--- src/rtl/daq_pkg.sv ---
// Shared types and constants for the DAQ streaming stages: framer FSM states,
// header field layout and tuser bit assignments.
package daq_pkg;

    localparam int          DATA_W_DEF       = 32;
    localparam int          TUSER_W          = 4;
    localparam logic [15:0] FRAMER_MAGIC_DEF = 16'hA5C3;

    localparam int HDR_MAGIC_LSB = 16;
    localparam int HDR_MAGIC_W   = 16;
    localparam int HDR_SEQ_LSB   = 0;
    localparam int HDR_SEQ_W     = 16;

    localparam int TUSER_SOF = 0;

    typedef enum logic [1:0] {
        IDLE    = 2'd0,
        HDR     = 2'd1,
        PAYLOAD = 2'd2
    } framer_state_t;

    function automatic logic [31:0] make_header(input logic [15:0] magic,
                                                input logic [15:0] seq);
        logic [31:0] h;
        h = '0;
        h[HDR_MAGIC_LSB +: HDR_MAGIC_W] = magic;
        h[HDR_SEQ_LSB +: HDR_SEQ_W]     = seq;
        return h;
    endfunction

endpackage

--- src/rtl/axi_if.sv ---
// Minimal AXI-Stream bundle (tvalid/tready/tdata/tlast/tuser) with master/slave views.
interface axi_if #(
    parameter int DW = 32,
    parameter int UW = 4
) ();
    logic          tvalid;
    logic          tready;
    logic [DW-1:0] tdata;
    logic          tlast;
    logic [UW-1:0] tuser;

    modport master (output tvalid, output tdata, output tlast, output tuser, input tready);
    modport slave  (input tvalid, input tdata, input tlast, input tuser, output tready);
endinterface

--- src/rtl/axis_out_reg.sv ---
// One-deep AXI-Stream register slice. The producer may load whenever can_load is
// high; the held word stays stable until the consumer takes it.
module axis_out_reg
    import daq_pkg::*;
#(
    parameter int DW = 32,
    parameter int UW = TUSER_W
) (
    input  logic          clk,
    input  logic          rst_n,
    input  logic          in_load,
    input  logic [DW-1:0] in_data,
    input  logic          in_last,
    input  logic [UW-1:0] in_user,
    output logic          can_load,
    output logic          out_valid,
    input  logic          out_ready,
    output logic [DW-1:0] out_data,
    output logic          out_last,
    output logic [UW-1:0] out_user
);

    logic          valid_q, valid_d;
    logic [DW-1:0] data_q, data_d;
    logic          last_q, last_d;
    logic [UW-1:0] user_q, user_d;

    assign can_load = !valid_q || out_ready;

    always_comb begin
        valid_d = valid_q;
        data_d  = data_q;
        last_d  = last_q;
        user_d  = user_q;
        if (can_load) begin
            valid_d = in_load;
            if (in_load) begin
                data_d = in_data;
                last_d = in_last;
                user_d = in_user;
            end
        end
    end

    always_ff @(posedge clk or negedge rst_n) begin
        if (!rst_n) begin
            valid_q <= 1'b0;
            data_q  <= '0;
            last_q  <= 1'b0;
            user_q  <= '0;
        end else begin
            valid_q <= valid_d;
            data_q  <= data_d;
            last_q  <= last_d;
            user_q  <= user_d;
        end
    end

    assign out_valid = valid_q;
    assign out_data  = data_q;
    assign out_last  = last_q;
    assign out_user  = user_q;

endmodule

--- src/rtl/sample_framer.sv ---
// Wraps the {ch1,ch0} sample stream into frames: one {MAGIC, seq} header word
// followed by FRAME_LEN samples, tlast on the final sample.
module sample_framer
    import daq_pkg::*;
#(
    parameter int          DATA_W    = DATA_W_DEF,
    parameter int          FRAME_LEN = 256,
    parameter logic [15:0] MAGIC     = FRAMER_MAGIC_DEF
) (
    input  logic        clk,
    input  logic        rst_n,
    axi_if.slave        s_axi,
    axi_if.master       m_axi,
    input  logic        enable,
    output logic [15:0] frame_seq,
    output logic        frame_done,
    output logic        busy
);

    localparam logic [15:0] LAST_IDX = 16'(FRAME_LEN - 1);

    framer_state_t state_q, state_d;
    logic [15:0]   cnt_q, cnt_d;
    logic [15:0]   seq_q, seq_d;
    logic          busy_q, busy_d;

    logic               can_load;
    logic               s_ready;
    logic               s_hs;
    logic               cnt_last;
    logic               load;
    logic [DATA_W-1:0]  load_data;
    logic               load_last;
    logic [TUSER_W-1:0] load_user;

    logic               out_valid;
    logic               out_last;
    logic [DATA_W-1:0]  out_data;
    logic [TUSER_W-1:0] out_user;

    // Input-side tlast/tuser carry nothing the framer needs.
    logic unused_s_sideband;
    assign unused_s_sideband = ^{s_axi.tlast, s_axi.tuser};

    assign cnt_last = (cnt_q == LAST_IDX);
    assign s_ready  = (state_q == PAYLOAD) && can_load;
    assign s_hs     = s_axi.tvalid && s_ready;

    always_comb begin
        state_d   = state_q;
        cnt_d     = cnt_q;
        seq_d     = seq_q;
        load      = 1'b0;
        load_data = '0;
        load_last = 1'b0;
        load_user = '0;
        case (state_q)
            IDLE: begin
                if (enable) state_d = HDR;
            end
            HDR: begin
                load                 = 1'b1;
                load_data            = make_header(MAGIC, seq_q);
                load_user[TUSER_SOF] = 1'b1;
                if (can_load) begin
                    state_d = PAYLOAD;
                    cnt_d   = '0;
                end
            end
            PAYLOAD: begin
                if (s_hs) begin
                    load      = 1'b1;
                    load_data = s_axi.tdata;
                    load_last = cnt_last;
                    if (cnt_last) begin
                        // Frame boundary: the only point besides IDLE where enable matters.
                        cnt_d   = '0;
                        seq_d   = seq_q + 16'd1;
                        state_d = enable ? HDR : IDLE;
                    end else begin
                        cnt_d = cnt_q + 16'd1;
                    end
                end
            end
            default: state_d = IDLE;
        endcase
        busy_d = (state_d == HDR) || (state_d == PAYLOAD);
    end

    always_ff @(posedge clk or negedge rst_n) begin
        if (!rst_n) begin
            state_q <= IDLE;
            cnt_q   <= '0;
            seq_q   <= '0;
            busy_q  <= 1'b0;
        end else begin
            state_q <= state_d;
            cnt_q   <= cnt_d;
            seq_q   <= seq_d;
            busy_q  <= busy_d;
        end
    end

    axis_out_reg #(
        .DW (DATA_W),
        .UW (TUSER_W)
    ) u_out (
        .clk       (clk),
        .rst_n     (rst_n),
        .in_load   (load),
        .in_data   (load_data),
        .in_last   (load_last),
        .in_user   (load_user),
        .can_load  (can_load),
        .out_valid (out_valid),
        .out_ready (m_axi.tready),
        .out_data  (out_data),
        .out_last  (out_last),
        .out_user  (out_user)
    );

    assign s_axi.tready = s_ready;
    assign m_axi.tvalid = out_valid;
    assign m_axi.tdata  = out_data;
    assign m_axi.tlast  = out_last;
    assign m_axi.tuser  = out_user;

    assign frame_done = out_valid && m_axi.tready && out_last;
    assign frame_seq  = seq_q;
    assign busy       = busy_q;

endmodule

--- src/flat_wrapper.sv ---
// flat-port wrapper written by rule: the top's interface ports become plain ports
module sample_framer_flat import daq_pkg::*;
#(
    parameter int          DATA_W    = DATA_W_DEF,
    parameter int          FRAME_LEN = 256,
    parameter logic [15:0] MAGIC     = FRAMER_MAGIC_DEF
)
  (clk, rst_n, enable, frame_seq, frame_done, busy, s_axi_tvalid, s_axi_tdata, s_axi_tlast, s_axi_tuser, s_axi_tready, m_axi_tvalid, m_axi_tdata, m_axi_tlast, m_axi_tuser, m_axi_tready);
  axi_if s_axi_i ();
  axi_if m_axi_i ();
  input  logic clk;
  input  logic rst_n;
  input  logic enable;
  output logic [15:0] frame_seq;
  output logic frame_done;
  output logic busy;
  input wire logic [$bits(s_axi_i.tvalid)-1:0] s_axi_tvalid;
  input wire logic [$bits(s_axi_i.tdata)-1:0] s_axi_tdata;
  input wire logic [$bits(s_axi_i.tlast)-1:0] s_axi_tlast;
  input wire logic [$bits(s_axi_i.tuser)-1:0] s_axi_tuser;
  output wire logic [$bits(s_axi_i.tready)-1:0] s_axi_tready;
  output wire logic [$bits(m_axi_i.tvalid)-1:0] m_axi_tvalid;
  output wire logic [$bits(m_axi_i.tdata)-1:0] m_axi_tdata;
  output wire logic [$bits(m_axi_i.tlast)-1:0] m_axi_tlast;
  output wire logic [$bits(m_axi_i.tuser)-1:0] m_axi_tuser;
  input wire logic [$bits(m_axi_i.tready)-1:0] m_axi_tready;
  assign s_axi_i.tvalid = s_axi_tvalid;
  assign s_axi_i.tdata = s_axi_tdata;
  assign s_axi_i.tlast = s_axi_tlast;
  assign s_axi_i.tuser = s_axi_tuser;
  assign s_axi_tready = s_axi_i.tready;
  assign m_axi_tvalid = m_axi_i.tvalid;
  assign m_axi_tdata = m_axi_i.tdata;
  assign m_axi_tlast = m_axi_i.tlast;
  assign m_axi_tuser = m_axi_i.tuser;
  assign m_axi_i.tready = m_axi_tready;
  sample_framer #(.DATA_W(DATA_W), .FRAME_LEN(FRAME_LEN), .MAGIC(MAGIC)) u_core (.clk(clk), .rst_n(rst_n), .s_axi(s_axi_i), .m_axi(m_axi_i), .enable(enable), .frame_seq(frame_seq), .frame_done(frame_done), .busy(busy));
endmodule
--- config.mk ---
export PLATFORM = sky130hd
export DESIGN_NAME = sample_framer_flat
export DESIGN_NICKNAME = d
export VERILOG_FILES = /design/src/rtl/daq_pkg.sv /design/src/rtl/axi_if.sv /design/src/rtl/axis_out_reg.sv /design/src/rtl/sample_framer.sv /design/src/flat_wrapper.sv
export SDC_FILE = /design/constraint.sdc
export NUM_CORES = 1
export LEC_CHECK = 0
export ABC_AREA = 0
export CORE_MARGIN = 2
export CORE_UTILIZATION = 43
export CTS_BUF_LIST = sky130_fd_sc_hd__clkbuf_16
export CTS_CLUSTER_DIAMETER = 200
export DETAILED_ROUTE_END_ITERATION = 8
export GPL_ROUTABILITY_DRIVEN = 0
export HOLD_SLACK_MARGIN = 0.08
export PLACE_DENSITY = 0.86
export SYNTH_ARGS = -nofsm -noshare
export SYNTH_HDL_FRONTEND = slang
export SYNTH_SLANG_ARGS = --single-unit
--- constraint.sdc ---
create_clock -name clk -period 2.4 [get_ports clk]
set_input_delay 0.6 -clock clk [delete_from_list [all_inputs] [get_ports clk]]
set_output_delay 0.6 -clock clk [all_outputs]
set_load 0.01 [all_outputs]
# Yosys cells after proc, flatten, opt, wreduce, memory -nomap -nowiden
# Cells that the tools add are included.
[op_classes] add_sub_neg=2 mul=0 n_div=0 magnitude_cmp=0 eq_ne=7 n_shift=0 muxes=17 n_bitwise=0 n_reduce_logical=12
[op_table] cell="32-bit one-hot mux with 2 select lines" n=1
[op_table] cell="16-bit two-way mux" n=3
[op_table] cell="16-bit by 1-bit adder with 16-bit output, second input constant" n=2
[op_table] cell="32-bit two-way mux" n=1
[op_table] cell="16-bit one-hot mux with 2 select lines" n=1
[op_table] cell="16-bit by 8-bit == test with 1-bit output, second input constant" n=1
[op_table] cell="2-bit two-way mux" n=4
[op_table] cell="2-bit one-hot mux with 3 select lines" n=1
[op_table] cell="3-bit AND reduction" n=2
[op_table] cell="1-bit two-way mux" n=5
[op_table] cell="2-bit by 1-bit == test with 1-bit output, second input constant" n=2
[op_table] cell="2-bit == test, second input constant" n=2
[op_table] cell="1-bit logical AND" n=4
[op_table] cell="2-bit by 1-bit != test with 1-bit output, second input constant" n=2
[op_table] cell="2-bit zero test" n=1
[op_table] cell="1-bit logical OR" n=2
[op_table] cell="1-bit one-hot mux with 2 select lines" n=1
[op_table] cell="2-bit AND reduction" n=1
[op_table] cell="2-bit nonzero test" n=1
[op_table] cell="1-bit zero test" n=1
[totals] register_bits=70 latch_bits=0 mem_bits_rw=0 romBits=0 input_bits=42 output_inout_bits=57 word_cells=46 n_memories=0

# Depth between registers and ports, before layout
[depth] depth_word=8 ltp_mapped=10 ltp_nobuf=7

# Cells and area by module
# A second synthesis with hierarchy kept.
[unflattened] cells_unflattened=304 area_unflattened_um2=3726.1
[by_module_without_submodules] module="sample_framer" instances=1 cells_per_inst=223 area_each_um2=2153.3 seq_area_each_um2=875.8
[by_module_without_submodules] module="axis_out_reg" instances=1 cells_per_inst=81 area_each_um2=1572.8 seq_area_each_um2=950.9

# Worst setup path before layout
# OpenSTA, ideal clock, no wires.
[synth_timing] path_type="reg2reg" start="reg u_core.state_q[0]" end="reg u_core.cnt_q[7]" setup_time_ps=138 arrival_time_ps=2072 required_ps=2262 setup_slack_ps=190 stages_incl_launch_ff=9 n_path_buf=2 period_less_slack_ps=2210 path_cell_list="dfrtp_1 > inv_1 > ha_1 > clkbuf_1 > and3_1 > clkbuf_1 > nand3_1 > a21oi_2 > o21ai_0"
[synth_between] elab_chain_cells=5 word_cells_on_any_way=9 classes_between="eq/ne (4); mux (1); reduce/logical (4)"
[synth_lines] element="from (decl)" line_no="sample_framer.sv:22" rtl="framer_state_t state_q, state_d;"
[synth_lines] element="from (signal assigned)" line_no="sample_framer.sv:97" rtl="state_q <= state_d;"
[synth_lines] element="2-bit == test" line_no="sample_framer.sv:46, sample_framer.sv:57"
[synth_lines] element="1-bit logical AND" line_no="sample_framer.sv:46" rtl="assign s_ready = (state_q == PAYLOAD) && can_load;"
[synth_lines] element="1-bit logical AND" line_no="sample_framer.sv:47" rtl="assign s_hs = s_axi.tvalid && s_ready;"
[synth_lines] element="2-bit by 1-bit != test with 1-bit output (no source line)"
[synth_lines] element="3-bit AND reduction (no source line)"
[synth_lines] element="to (signal assigned)" line_no="sample_framer.sv:98" rtl="cnt_q <= cnt_d;"
[synth_lines] element="to (decl)" line_no="sample_framer.sv:23" rtl="logic [15:0] cnt_q, cnt_d;"
# Parallel ways exist; a longest one is shown, timed or not.
# A chain may end at the register's enable or synchronous reset.

# Final worst setup path
[layout_timing] start="in m_axi_tready" end="out s_axi_tready"
[layout_between] elab_chain_cells=2
[layout_lines] element="from (decl)" line_no="flat_wrapper.sv:26" rtl="input wire logic [$bits(m_axi_i.tready)-1:0] m_axi_tready;"
[layout_lines] element="1-bit logical OR" line_no="axis_out_reg.sv:28" rtl="assign can_load = !valid_q || out_ready;"
[layout_lines] element="1-bit logical AND" line_no="sample_framer.sv:46"
[layout_lines] element="to (decl)" line_no="flat_wrapper.sv:21" rtl="output wire logic [$bits(s_axi_i.tready)-1:0] s_axi_tready;"
# No other way between the ends.

==> results by group <==
Synthesis
  • Post-synthesis cell type count: 41
  • Cells after Synth: 337
  • Synth area leaders: dfrtp_1, o21ai_0, nand2_1, xnor2_1, a22oi_1
  • Area share of the leading cell type in the synthesized netlist: 0.5279
  • Flops & latches, synth: 70
  • Share of the yosys chip area belonging to registers: 0.5279
  • Dominant cell type by area after synthesis: dfrtp_1
  • Post-Syn Area: 3318 sq um
  • Avg Inst Size Synth: 9.846 sq um
  • Synth warn: 0

Timing
  • Max Clock Skew: 0.008133 ns
  • Setup WS post-layout: 0.05737 ns
  • Post-layout minimum cycle time: 2.343 ns
  • Final setup viols: 0
  • Fin Setup TNS: 0 ns
  • Final Hold Vio Count: 0
  • Peak Freq: 0.4269 GHz
  • RSZ-0062 raised after global routing: no
  • Pins over their slew limit: 0
  • Final period utilization: 0.9761

Floorplan
  • Initial Utilization: 0.4362
  • Core footprint: 7607 sq um
  • Die area: 8436 sq um
  • Row cnt: 32
  • I/O Pins: 99
  • Die width: 91.85 um
  • Die Span Y: 91.85 um

Pwr
  • Gate power share: 0.377
  • Int Power: 3.171 mW
  • Pwr Total: 4.700 mW
  • Max VDD drop: 517.0 uV
  • P per Cell Area: 981.5 nW/um^2
  • Flop pwr share: 0.342
  • P_leak: 2.104 nW
  • Sw frac: 0.3253
  • Clock power frac: 0.280
  • Net Sw Power: 1.529 mW

Clock network
  • TritonCTS buffer count: 9
  • Root buf cell: clkbuf_16
  • CTS H-tree lvls: 3
  • Clock Sinks: 70
  • Clk buf depth: 2
  • Clk_lat worst skew: 0.33 ns
  • CTS tree: yes
  • Clock slew at reported path FFs: 0.06 ns

Worst setup path
  • CP Launch Point: m_axi_tready
  • Critical Path AT: 1.74 ns
  • Reg2reg setup slack: 0.14 ns
  • Worst R2R End: u_core.busy
  • CP endpoint kind: primary output
  • Reg2Reg Depth: 5
  • Critical path type: in -> out
  • Required time worst endpoint: 1.80 ns
  • Crit-path max FO: 3
  • Worst Setup Start Kind: input pin
  • Worst R2R Start: u_core.cnt_q[9]

Route
  • Drt drc: 0
  • Wirelength per Cell: 15.07 um
  • Drt pass-1 iters: 5
  • Via count: 2913
  • Drt via density: 5.268
  • Final wirelength: 8.334 mm
  • Post-detailed-route count of antenna-violating nets: 0
  • 1st-iter DRT viols: 100

Finish
  • Register Area: 1752 sq um
  • Final core occ: 0.6294
  • Final Non-Filler Cells: 553
  • Area Growth Syn to Fin: 44.31%
  • Share of layout cells above drive strength 1: 0.1109
  • Multi-input logic area: 1439 sq um
  • Nets: 494
  • Fillers: 628
  • N_diodes: 0

Global route
  • Vias in the first global route: 2894
  • Initial antenna violation count: 0
  • GRT Overall Usage: 0.2114
  • Largest net degree at the start of global routing: 71
  • First-pass GRT wire length: 13.97 mm
  • Overflow after GRT: 0

Place
  • Dpl cells: 537
  • Port bufs: 90
  • Post-placement setup slack: -0.1709 ns
  • DP Wirelength: 6.085 mm

Status
  • Outcome: finished, final reports clean

Job
  • Max Cap Viol: 0

Worst hold path
  • Worst min-delay path class: in -> async
## worst max-delay path by stage
stage,endpoint,cells past startpoint
after floorplan,u_core.cnt_q[7],8
after global placement,s_axi_tready,4
after detailed placement,s_axi_tready,4
after CTS,s_axi_tready,4
after global routing,s_axi_tready,4
final,s_axi_tready,4
## state kept, by name, summed over array words and instances (netlist names)
name	flops
u_core.busy	1
u_core.u_out.out_last	1
u_core.cnt_q	16
u_core.state_q	2
u_core.frame_seq	16
u_core.u_out.out_user	1
u_core.u_out.out_valid	1
u_core.u_out.out_data	32
## placed cells by master, fill, tap and decap left out, drive strengths merged, types with 3 or more instances in the layout
cell / instances
nand2: 39
a21oi: 6
xor2: 10
nand2b: 4
nand4: 8
and3: 6
clkdlybuf4s50: 87
a22o: 9
conb: 3
nor2: 27
ha: 6
nor2b: 3
nand3: 8
buf: 26
clkbuf: 9
or4: 4
a22oi: 14
nor3: 12
xnor2: 14
dfrtp: 70
and2: 4
nor4: 8
inv: 15
clkinv: 4
o21ai: 34
## logic make-up (layout without fill, tap and decap cells)
kind of cell,after synthesis,count (layout),share of synthesized area
and+or+nand+nor,127,127,0.1904
muxes,2,2,0.007917
DFF,70,70,0.5279
AOI/OAI and AO/OA,74,74,0.1459
adders and majority gates,6,6,0.02262
buffers and inverters,33,145,0.04072
other,1,3,0.001130
xor gates and xnor gates,24,24,0.06335
## power groups by stage
| stage | Clock [mW] | Combinational [mW] | Sequential [mW] |
|---|---|---|---|
| after floorplan | 0 | 0.740 | 1.73 |
| after global placement | 0 | 1.74 | 1.61 |
| after detailed placement | 0 | 1.79 | 1.63 |
| after CTS | 1.34 | 1.79 | 1.61 |
| after global routing | 1.39 | 1.95 | 1.64 |
| final | 1.32 | 1.77 | 1.61 |
## synthesized netlist by cell type
library cell and count:
nand3_1 8, or4_1 2, nand3b_1 1, a211oi_1 1, mux2_2 1, a32oi_1 1
nand2_1 39, a221oi_2 1, a21o_1 1, xnor2_1 14, nand2b_1 4, clkbuf_1 16
buf_4 3, nor2b_1 3, conb_1 1, and3_1 6, dfrtp_1 70, nor3_2 1
or4_4 2, o31ai_1 2, a22o_1 9, o21ai_0 34, o2bb2ai_1 1, a222oi_1 2
a21oi_2 1, a21oi_1 5, nand4_1 8, inv_1 14, nor4_1 7, nor4_2 1
ha_1 6, nor2_1 27, and2_1 4, a31oi_1 1, mux2_4 1, and4_1 1
a22oi_1 14, xor2_1 10, o211ai_1 1, nor3_1 11, or3_1 2
## layer usage
metal | vias up | routed length, um | track usage
met5 | - | 0 | 0
met4 | 0 | 154 | 0.09328
met3 | 12 | 414 | 0.05998
met2 | 78 | 4210 | 0.3444
met1 | 1425 | 3554 | 0.2627
li1 | 1398 | - | -
## cell type report
cell class | count | area share
Multi-Input combinational cell | 236 | 0.3005
Clock buffer | 9 | 0.04703
Tap cell | 102 | 0.02665
Clock inverter | 7 | 0.01542
Inverter | 14 | 0.01097
Sequential cell | 70 | 0.3658
Timing Repair Buffer | 115 | 0.2336
## critical path: stages
cell,delay (ns)
clkdlybuf4s50_1,0.46
nand2b_1,0.21
and2_1,0.19
dlygate4sd2_1,0.28
## repair_timing
action                                  CTS  global route
buffers inserted                          0             0
endpoints found under the setup margin    2             0
endpoints found under the hold margin     0             0
hold buffers                              0             0
gates resized for setup                   2             0
## metrics by stage
step	hold slack (ns)	area, sq um
finish	0.2667	4788
floorplan	0.3044	3326
CTS	0.2978	4788
global route	0.3268	4788
global placement	0.4593	4492
detailed placement	0.4652	4492
Note: power is estimated with default switching activity, not from simulation.
